[src/rtl/pwm_fade_controller.sv]
// Breathing/fade sequencer: owns the ena/step/duty inputs of one pwm instance,
// ramping duty between a latched min and max with a hold dwell at each end.
module pwm_fade_controller #(
   parameter int N  = 8,
   parameter int PW = 16
) (
   input  logic          clk,
   input  logic          rst,
   input  logic          start,
   input  logic          stop,
   input  logic          loop,
   input  logic [PW-1:0] prescale,
   input  logic [15:0]   frame,
   input  logic [N-1:0]  duty_min,
   input  logic [N-1:0]  duty_max,
   input  logic [N-1:0]  rate,
   input  logic [7:0]    hold,
   output logic          ena,
   output logic          step,
   output logic [N-1:0]  duty,
   output logic          busy,
   output logic          done,
   output logic          cfg_err,
   output logic [2:0]    phase
);

   typedef enum logic [2:0] {
      IDLE    = 3'd0,
      RAMP_UP = 3'd1,
      HOLD_HI = 3'd2,
      RAMP_DN = 3'd3,
      HOLD_LO = 3'd4
   } state_t;

   state_t        state, state_n;
   logic [N-1:0]  duty_n;
   logic [PW-1:0] pcnt, pcnt_n;
   logic [15:0]   fcnt, fcnt_n;
   logic [7:0]    hcnt, hcnt_n;
   logic          done_n, cfg_err_n, busy_r, accept, upd;

   logic [N-1:0]  c_min, c_max, c_rate;
   logic [7:0]    c_hold;
   logic [PW-1:0] c_pre;
   logic [15:0]   c_frame;
   logic          c_loop;

   logic [N:0]    up_sum, dn_thr;

   // Sums are one bit wider so a ramp near full scale saturates instead of wrapping
   assign up_sum = {1'b0, duty} + {1'b0, c_rate};
   assign dn_thr = {1'b0, c_min} + {1'b0, c_rate};

   assign step    = (state != IDLE) && (pcnt == c_pre);
   assign upd     = step && (fcnt == c_frame);
   assign ena     = busy_r;
   assign busy    = busy_r;
   assign phase   = state;

   always_ff @(posedge clk) begin
      if (rst) begin
         c_min   <= '0;
         c_max   <= '0;
         c_rate  <= '0;
         c_hold  <= '0;
         c_pre   <= '0;
         c_frame <= '0;
         c_loop  <= 1'b0;
      end else if (accept) begin
         c_min   <= duty_min;
         c_max   <= duty_max;
         c_rate  <= (rate == '0) ? N'(1) : rate;
         c_hold  <= hold;
         c_pre   <= prescale;
         c_frame <= frame;
         c_loop  <= loop;
      end
   end

   always_ff @(posedge clk) begin
      if (rst) begin
         state   <= IDLE;
         duty    <= '0;
         pcnt    <= '0;
         fcnt    <= '0;
         hcnt    <= '0;
         done    <= 1'b0;
         cfg_err <= 1'b0;
         busy_r  <= 1'b0;
      end else begin
         state   <= state_n;
         duty    <= duty_n;
         pcnt    <= pcnt_n;
         fcnt    <= fcnt_n;
         hcnt    <= hcnt_n;
         done    <= done_n;
         cfg_err <= cfg_err_n;
         busy_r  <= (state_n != IDLE);
      end
   end

   always_comb begin
      state_n   = state;
      duty_n    = duty;
      pcnt_n    = pcnt;
      fcnt_n    = fcnt;
      hcnt_n    = hcnt;
      done_n    = 1'b0;
      cfg_err_n = 1'b0;
      accept    = 1'b0;
      if (state == IDLE) begin
         if (start && !stop) begin
            if (duty_min >= duty_max) begin
               cfg_err_n = 1'b1;
            end else begin
               accept  = 1'b1;
               state_n = RAMP_UP;
               duty_n  = duty_min;
               pcnt_n  = '0;
               fcnt_n  = '0;
               hcnt_n  = '0;
            end
         end
      end else if (stop) begin
         state_n = IDLE;
         duty_n  = '0;
         pcnt_n  = '0;
         fcnt_n  = '0;
         hcnt_n  = '0;
      end else begin
         if (step) begin
            pcnt_n = '0;
            fcnt_n = upd ? 16'd0 : fcnt + 16'd1;
         end else begin
            pcnt_n = pcnt + PW'(1);
         end
         // Duty and state only move on update events
         if (upd) begin
            case (state)
               RAMP_UP: begin
                  if (up_sum >= {1'b0, c_max}) begin
                     duty_n  = c_max;
                     state_n = HOLD_HI;
                     hcnt_n  = '0;
                  end else begin
                     duty_n = up_sum[N-1:0];
                  end
               end
               HOLD_HI: begin
                  if (hcnt == c_hold) begin
                     state_n = RAMP_DN;
                     hcnt_n  = '0;
                  end else begin
                     hcnt_n = hcnt + 8'd1;
                  end
               end
               RAMP_DN: begin
                  if ({1'b0, duty} <= dn_thr) begin
                     duty_n  = c_min;
                     state_n = HOLD_LO;
                     hcnt_n  = '0;
                  end else begin
                     duty_n = duty - c_rate;
                  end
               end
               HOLD_LO: begin
                  if (hcnt == c_hold) begin
                     hcnt_n = '0;
                     if (c_loop) begin
                        state_n = RAMP_UP;
                     end else begin
                        state_n = IDLE;
                        duty_n  = '0;
                        done_n  = 1'b1;
                        pcnt_n  = '0;
                        fcnt_n  = '0;
                     end
                  end else begin
                     hcnt_n = hcnt + 8'd1;
                  end
               end
               default: state_n = IDLE;
            endcase
         end
      end
   end

endmodule

[config.mk]
export PLATFORM = sky130hd
export DESIGN_NAME = pwm_fade_controller
export DESIGN_NICKNAME = d
export VERILOG_FILES = /design/src/rtl/pwm_fade_controller.sv
export SDC_FILE = /design/constraint.sdc
export NUM_CORES = 1
export LEC_CHECK = 0
export ABC_AREA = 1
export CAP_MARGIN = 25
export CORE_ASPECT_RATIO = 0.6
export CORE_MARGIN = 4
export CORE_UTILIZATION = 40
export CTS_CLUSTER_SIZE = 10
export DETAILED_ROUTE_END_ITERATION = 6
export PLACE_DENSITY = 0.63
export SYNTH_ARGS = -nofsm -noshare
export SYNTH_HDL_FRONTEND = slang
export SYNTH_SLANG_ARGS = --single-unit
[constraint.sdc]
create_clock -name clk -period 3.9 [get_ports clk]
set_input_delay 0.585 -clock clk [delete_from_list [all_inputs] [get_ports clk]]
set_output_delay 0.585 -clock clk [all_outputs]
set_load 0.01 [all_outputs]
==> out/metrics.cfg, run 1 <==
[global_route]
track_usage = 0.2041
grt_max_degree = 120
grt_pass1_wl_um = 34600
grt_pass1_vias = 6513
gr-total-overflow = 0
antenna_found_initial = 0

[synthesis]
yosysWarnings = 0
avgSynthCellArea_um2 = 6.714
synth_cell_type_count = 41
ys_ff_latch = 119
syn_inst = 1130
synthesis.area_um2 = 7587
synth.largest_area_cell = dfxtp_1
yosys.cell_count.top_type = nand2_1
synth_edf_count = 0
synthTopCellsByArea = dfxtp_1, nand2_1, inv_1
yosys-top-cells-count = nand2_1, inv_1, nor2_1, dfxtp_1, a21oi_1
synth_top_area_share = 0.3140
synth_nets = 1252
ys.flop_type = dfxtp_1
async_flop_share = 0
ys_seq_area_frac = 0.3140

[sta]
clock_skew_ns = 0.01307
fmax_mhz = 280.0
setup_violations = 0
final_hold_viol_count = 0
whs_ns = 0.4551
rsz0062_at_grt = false
tns_ns = 0
fin_crit_ns = 3.572
final-max-slew-violation-count = 0
worst_slew_pin_slew_ns = 0.5755
slew_headroom = 0.6154
finalCritPeriodShare = 0.9158

[cts]
cts_buffers = 17
clk_pin_slew_ns = 0.06
cts.htree.levels = 4
cts_tree = built
cts.sinks = 119
postCtsSetupBuffers = 0
root_buffer = clkbuf_16
clk_path_buf_depth = 2
cts_resized = 0
hold_buffers = 0
clock_latency_ns = 0.42

[routing]
drt_iter0_markers = 678
drc = 0
routed_wl_um = 21260
drt.antenna.violating_nets = 0
avgRoutedWirePerCell_um = 14.52
vias = 7217
firstDrtPassIters = 5
via_per_inst = 4.930

[power]
power_frac_clock = 0.408
internal_power_mw = 2.585
power.total_mw = 3.779
power.static_leakage_nw = 4.128
swShare = 0.3160
comb_power_share = 0.240
p_per_area_nw_per_um2 = 409.6
ir_drop_uv = 277.9
power.switching_mw = 1.194
seq_power_share = 0.353

[final_layout]
num-nets-final = 1333
drive_gt1_frac = 0.06046
multiInputGateArea_um2 = 4344
seq_area_um2 = 2382
area_delta_synth_final_pct = 21.62
fillers = 1802
diodes = 0

[floorplanning]
fp.dieW_um = 185.8
rows = 38
ios = 85
die-area_um2 = 21310
core_um2 = 18350
fp.dieH_um = 114.7
initial_core_util = 0.4134

[critical_path]
worstSetupStartpointType = register
crit_end = duty[6]
crit_start = c_rate[3]
r2r-start = c_rate[3]
crit_arrival_ns = 3.88
critical_path_class = reg2reg
rrSetupSlack_ns = 0.33
required_ns = 4.21
r2r_cells = 21
endpoint_kind = register
timing.rr.end = duty[6]
cp_max_fo = 13

[placed_design]
dp_hpwl_um = 16470
place_congestion = 0.9216
io_buffers = 84

[flow_run]
cap_violations = 0

[outcome]
status = completed

[worst_hold_path]
hp-class = reg2reg

## per-stage QoR
step / setup slack [ns] / std cells / instance area (um2) / util
2_1_floorplan: 0.9563 / 1130 / 7587 / -
3_3_place_gp: 0.5657 / 1432 / 8653 / 0.4715
3_5_place_dp: 0.4754 / 1432 / 8653 / 0.4715
4_1_cts: 0.4577 / 1464 / 9228 / 0.5028
5_1_grt: 0.07454 / 1464 / 9228 / 0.5028
6_report: 0.3284 / 1464 / 9228 / 0.5028
## cells by family after synthesis
family	after synthesis	synth area share
buffers and inverters	213	0.1135
AOI/OAI and AO/OA	198	0.1364
DFF	119	0.3140
and+or+nand+nor	495	0.2858
xor gates and xnor gates	52	0.06003
adders and majority gates	53	0.09037
## power by group through the flow
| stage | clock, mW | combinational [mW] | sequential, mW |
|---|---|---|---|
| after global routing | 1.63 | 1.01 | 1.34 |
| after floorplan | 0 | 0.600 | 1.35 |
| after global placement | 0 | 0.878 | 1.36 |
| final | 1.54 | 0.905 | 1.33 |
| after detailed placement | 0 | 0.879 | 1.36 |
| after CTS | 1.57 | 0.887 | 1.33 |
## worst min-delay path by stage
| stage | start | to | slack (ns) | depth (start not counted) |
|---|---|---|---|---|
| 2_1_floorplan | c_loop | done | 0.42 | 1 |
| 4_1_cts | c_loop | done | 0.46 | 1 |
| 5_1_grt | c_pre[14] | c_pre[14] | 0.48 | 2 |
| 3_3_place_gp | c_loop | done | 0.44 | 1 |
| 6_report | c_loop | done | 0.46 | 1 |
| 3_5_place_dp | c_pre[6] | c_pre[6] | 0.45 | 2 |
## cell type report
class | instances | area share
clock buffers | 20 | 0.04841
clock inverters | 12 | 0.01383
inverters | 176 | 0.07159
multi-input cells | 798 | 0.4708
flip-flops and latches | 119 | 0.2582
well taps | 240 | 0.03254
repair buffers | 99 | 0.1047
## metal layers
layer	global-route usage	vias to the layer above	routed length, um
met5	0	-	0
met4	0.04318	0	172
met3	0.05714	21	2165
met2	0.2584	276	7662
met1	0.3317	3155	11260
li1	-	3765	-
## state kept, by name, summed over array words and instances, names as in the netlist, 16 cells and up
register  count
pcnt         16
c_frame      16
c_pre        16
fcnt         16
## placed cells by master, fill, tap and decap left out, drive strengths merged, types with 4 or more instances in the layout
cell and n:
nor2 130, ha 50, nand4 22, nand3b 6
clkinv 5, nand2 249, dfxtp 119, nor3 25
inv 177, nand3 54, xnor2 28, clkinvlp 4
o21ai 69, buf 15, xor2 24, clkdlybuf4s50 84
a21oi 114, clkbuf 20
## critical path: stages, from the launching register on
cell and delay [ns]:
dfxtp_1 0.42, inv_1 0.11, ha_1 0.46, inv_2 0.11, a21oi_2 0.12, nand2_1 0.09
nand2_1 0.12, nand2_1 0.07, nand2_1 0.06, nand2_1 0.07, ha_1 0.30, nand2_1 0.07
nor3_1 0.25, nand2_1 0.08, nand3_1 0.10, nand2_1 0.16, nand2_2 0.28, nand2_1 0.08
o21ai_1 0.20, a21oi_1 0.14, nand2_1 0.08, a21oi_1 0.06
Power figures use the tool's default switching activity.
==> run 2, diff against run 1 <==
CORE_ASPECT_RATIO = not set   (was 0.6)
==> out/metrics.cfg, run 2 (synthesis gave the netlist of run 1 again) <==
[critical_path]
crit_arrival_ns = 3.88  ; about the same
max_stage_delay_ns = 0.48  ; +0.02 ns
crit_slowest_cell = dfxtp_1
worstSetupStartpointType = register
required_ns = 4.21  ; about the same
cp_max_fo = 12  ; -1
path_cells = inv_1 > fa_1 > nand3b_1 > nand2_1 > nand2_1 > nand3_1 > nand2_1 > ha_1 > nand2_1 > nor3_1 > nand2_1 > nand3_1 > nand2_1 > nand3_2 > a21oi_2 > nor2_2 > nand2_1 > nand2_1 > nor2_1
critical_path_class = reg2reg
endpoint_kind = register
critPathMostFrequentCell = nand2_1

[routing]
drt.antenna.violating_nets = 0  ; unchanged
drc = 0  ; unchanged
firstDrtPassIters = 4  ; -1
routed_wl_um = 19440  ; -8.6%
via_per_inst = 4.903  ; -0.53%
vias = 7110  ; -1.5%
drt_iter0_markers = 316  ; -53%
avgRoutedWirePerCell_um = 13.41  ; -7.7%

[final_layout]
diodes = 0  ; unchanged
area_delta_synth_final_pct = 21.31
num-nets-final = 1326  ; -0.53%
layout_common_cells = nand2_1, inv_1, nor2_1
drive_gt1_frac = 0.05428  ; -0.006181
layout_commonest_cell = nand2_1

[cts]
cts.htree.levels = 4  ; unchanged
hold_buffers = 0  ; unchanged
clock_latency_ns = 0.42  ; about the same
clk_path_buf_depth = 2  ; unchanged
postCtsSetupBuffers = 0  ; unchanged
root_buffer = clkbuf_16
cts.sinks = 119  ; unchanged
cts_buffers = 17  ; unchanged
clk_pin_slew_ns = 0.06  ; about the same
cts_resized = 0  ; unchanged
cts_tree = built

[sta]
tns_ns = 0  ; unchanged
finalCritPeriodShare = 0.9147  ; -0.001114
final-max-slew-violation-count = 0  ; unchanged
setup_ws_ns = 0.3328  ; +0.004344 ns
clock_skew_ns = 0.01057  ; -0.002501 ns
fmax_mhz = 280.3  ; +0.12%
setup_violations = 0  ; unchanged
fin_crit_ns = 3.567  ; -0.004344 ns
final_hold_viol_count = 0  ; unchanged
whs_ns = 0.4556  ; +0.0005130 ns
slew_headroom = 0.6134  ; -0.001986
rsz0062_at_grt = false
worst_slew_pin_slew_ns = 0.5778  ; +0.002239 ns

[placed_design]
io_buffers = 84  ; unchanged
dp_hpwl_um = 14710  ; -11%
place_congestion = 0.8859  ; -3.9%
place_ws_ns = 0.3946  ; -0.08076 ns

[floorplanning]
fp.dieH_um = 145.7  ; +27%
rows = 50  ; +32%
die-area_um2 = 21240  ; -0.34%
core_um2 = 18710  ; +1.9%
fp.dieW_um = 145.7  ; -22%
ios = 85  ; unchanged
initial_core_util = 0.4056  ; -0.007798

[power]
ir_drop_uv = 241.0  ; -13%
power.static_leakage_nw = 4.103  ; -0.61%
p_per_area_nw_per_um2 = 414.5  ; +1.2%
power.total_mw = 3.815  ; +0.93%

[worst_hold_path]
hp-class = reg2reg

[flow_run]
cap_violations = 0  ; unchanged

[outcome]
status = completed

[global_route]
track_usage = 0.1866  ; -0.01757
grt_pass1_wl_um = 32780  ; -5.3%
antenna_found_initial = 0  ; unchanged
grt_max_degree = 55  ; -54%
gr-total-overflow = 0  ; unchanged
grt_pass1_vias = 6649  ; +2.1%

[run 2: path summary, 6_finish.rpt]
| check | start | end | slack (ns) | depth (start not counted) |
|---|---|---|---|---|
| max | duty[1] | hcnt[5] | 0.33 | 19 |
| min | c_frame[2] | c_frame[2] | 0.46 | 2 |
| max reg2reg | duty[1] | hcnt[5] | 0.33 | 19 |
| min reg2reg | c_frame[2] | c_frame[2] | 0.46 | 2 |
[run 2: area by class of cell]
class,count,area [um2]
Tap cell,234,292.8
Clock buffer,19,432.9
Clock inverter,12,177.7
Fill cell,1885,9502
Sequential cell,119,2382
Inverter,176,660.6
Timing Repair Buffer,92,913.4
Multi-Input combinational cell,798,4344
[run 2: where the power goes]
group / leakage [nW] / internal [mW] / switching (mW)
clock network: 0.285 / 1.06 / 0.580
registers: 0.970 / 1.28 / 0.0560
logic: 2.85 / 0.340 / 0.494
total: 4.10 / 2.68 / 1.13
[run 2: stage by stage]
| step | area (um2) | cells | util |
|---|---|---|---|
| after global routing | 9204 | 1450 | 0.4920 |
| after floorplan | 7587 | 1130 | - |
| after CTS | 9204 | 1450 | 0.4920 |
| after detailed placement | 8593 | 1419 | 0.4594 |
| after global placement | 8593 | 1419 | 0.4594 |
| final | 9204 | 1450 | 0.4920 |
[run 2: layer usage]
| layer | track usage | vias to the layer above | part of all wire |
|---|---|---|---|
| li1 | - | 3757 | - |
| met1 | 0.2521 | 3158 | 0.49 |
| met2 | 0.2980 | 163 | 0.44 |
| met3 | 0.03706 | 32 | 0.051 |
| met4 | 0.06458 | 0 | 0.021 |
| met5 | 0 | - | 0 |
[run 2: worst max-delay path, delay by kind of cell, from the launching register on]
family / cells / cell delay (ns)
flops: 1 / 0.48
buf+inv: 1 / 0.18
simple gates: 15 / 1.95
fa+ha+maj: 2 / 0.78
compound gates: 1 / 0.07
==> run 3, diff against run 2 <==
CAP_MARGIN = 20   (was 25)
==> results of run 3 <==
Final layout, timing and power as in run 2 (identical DEF).
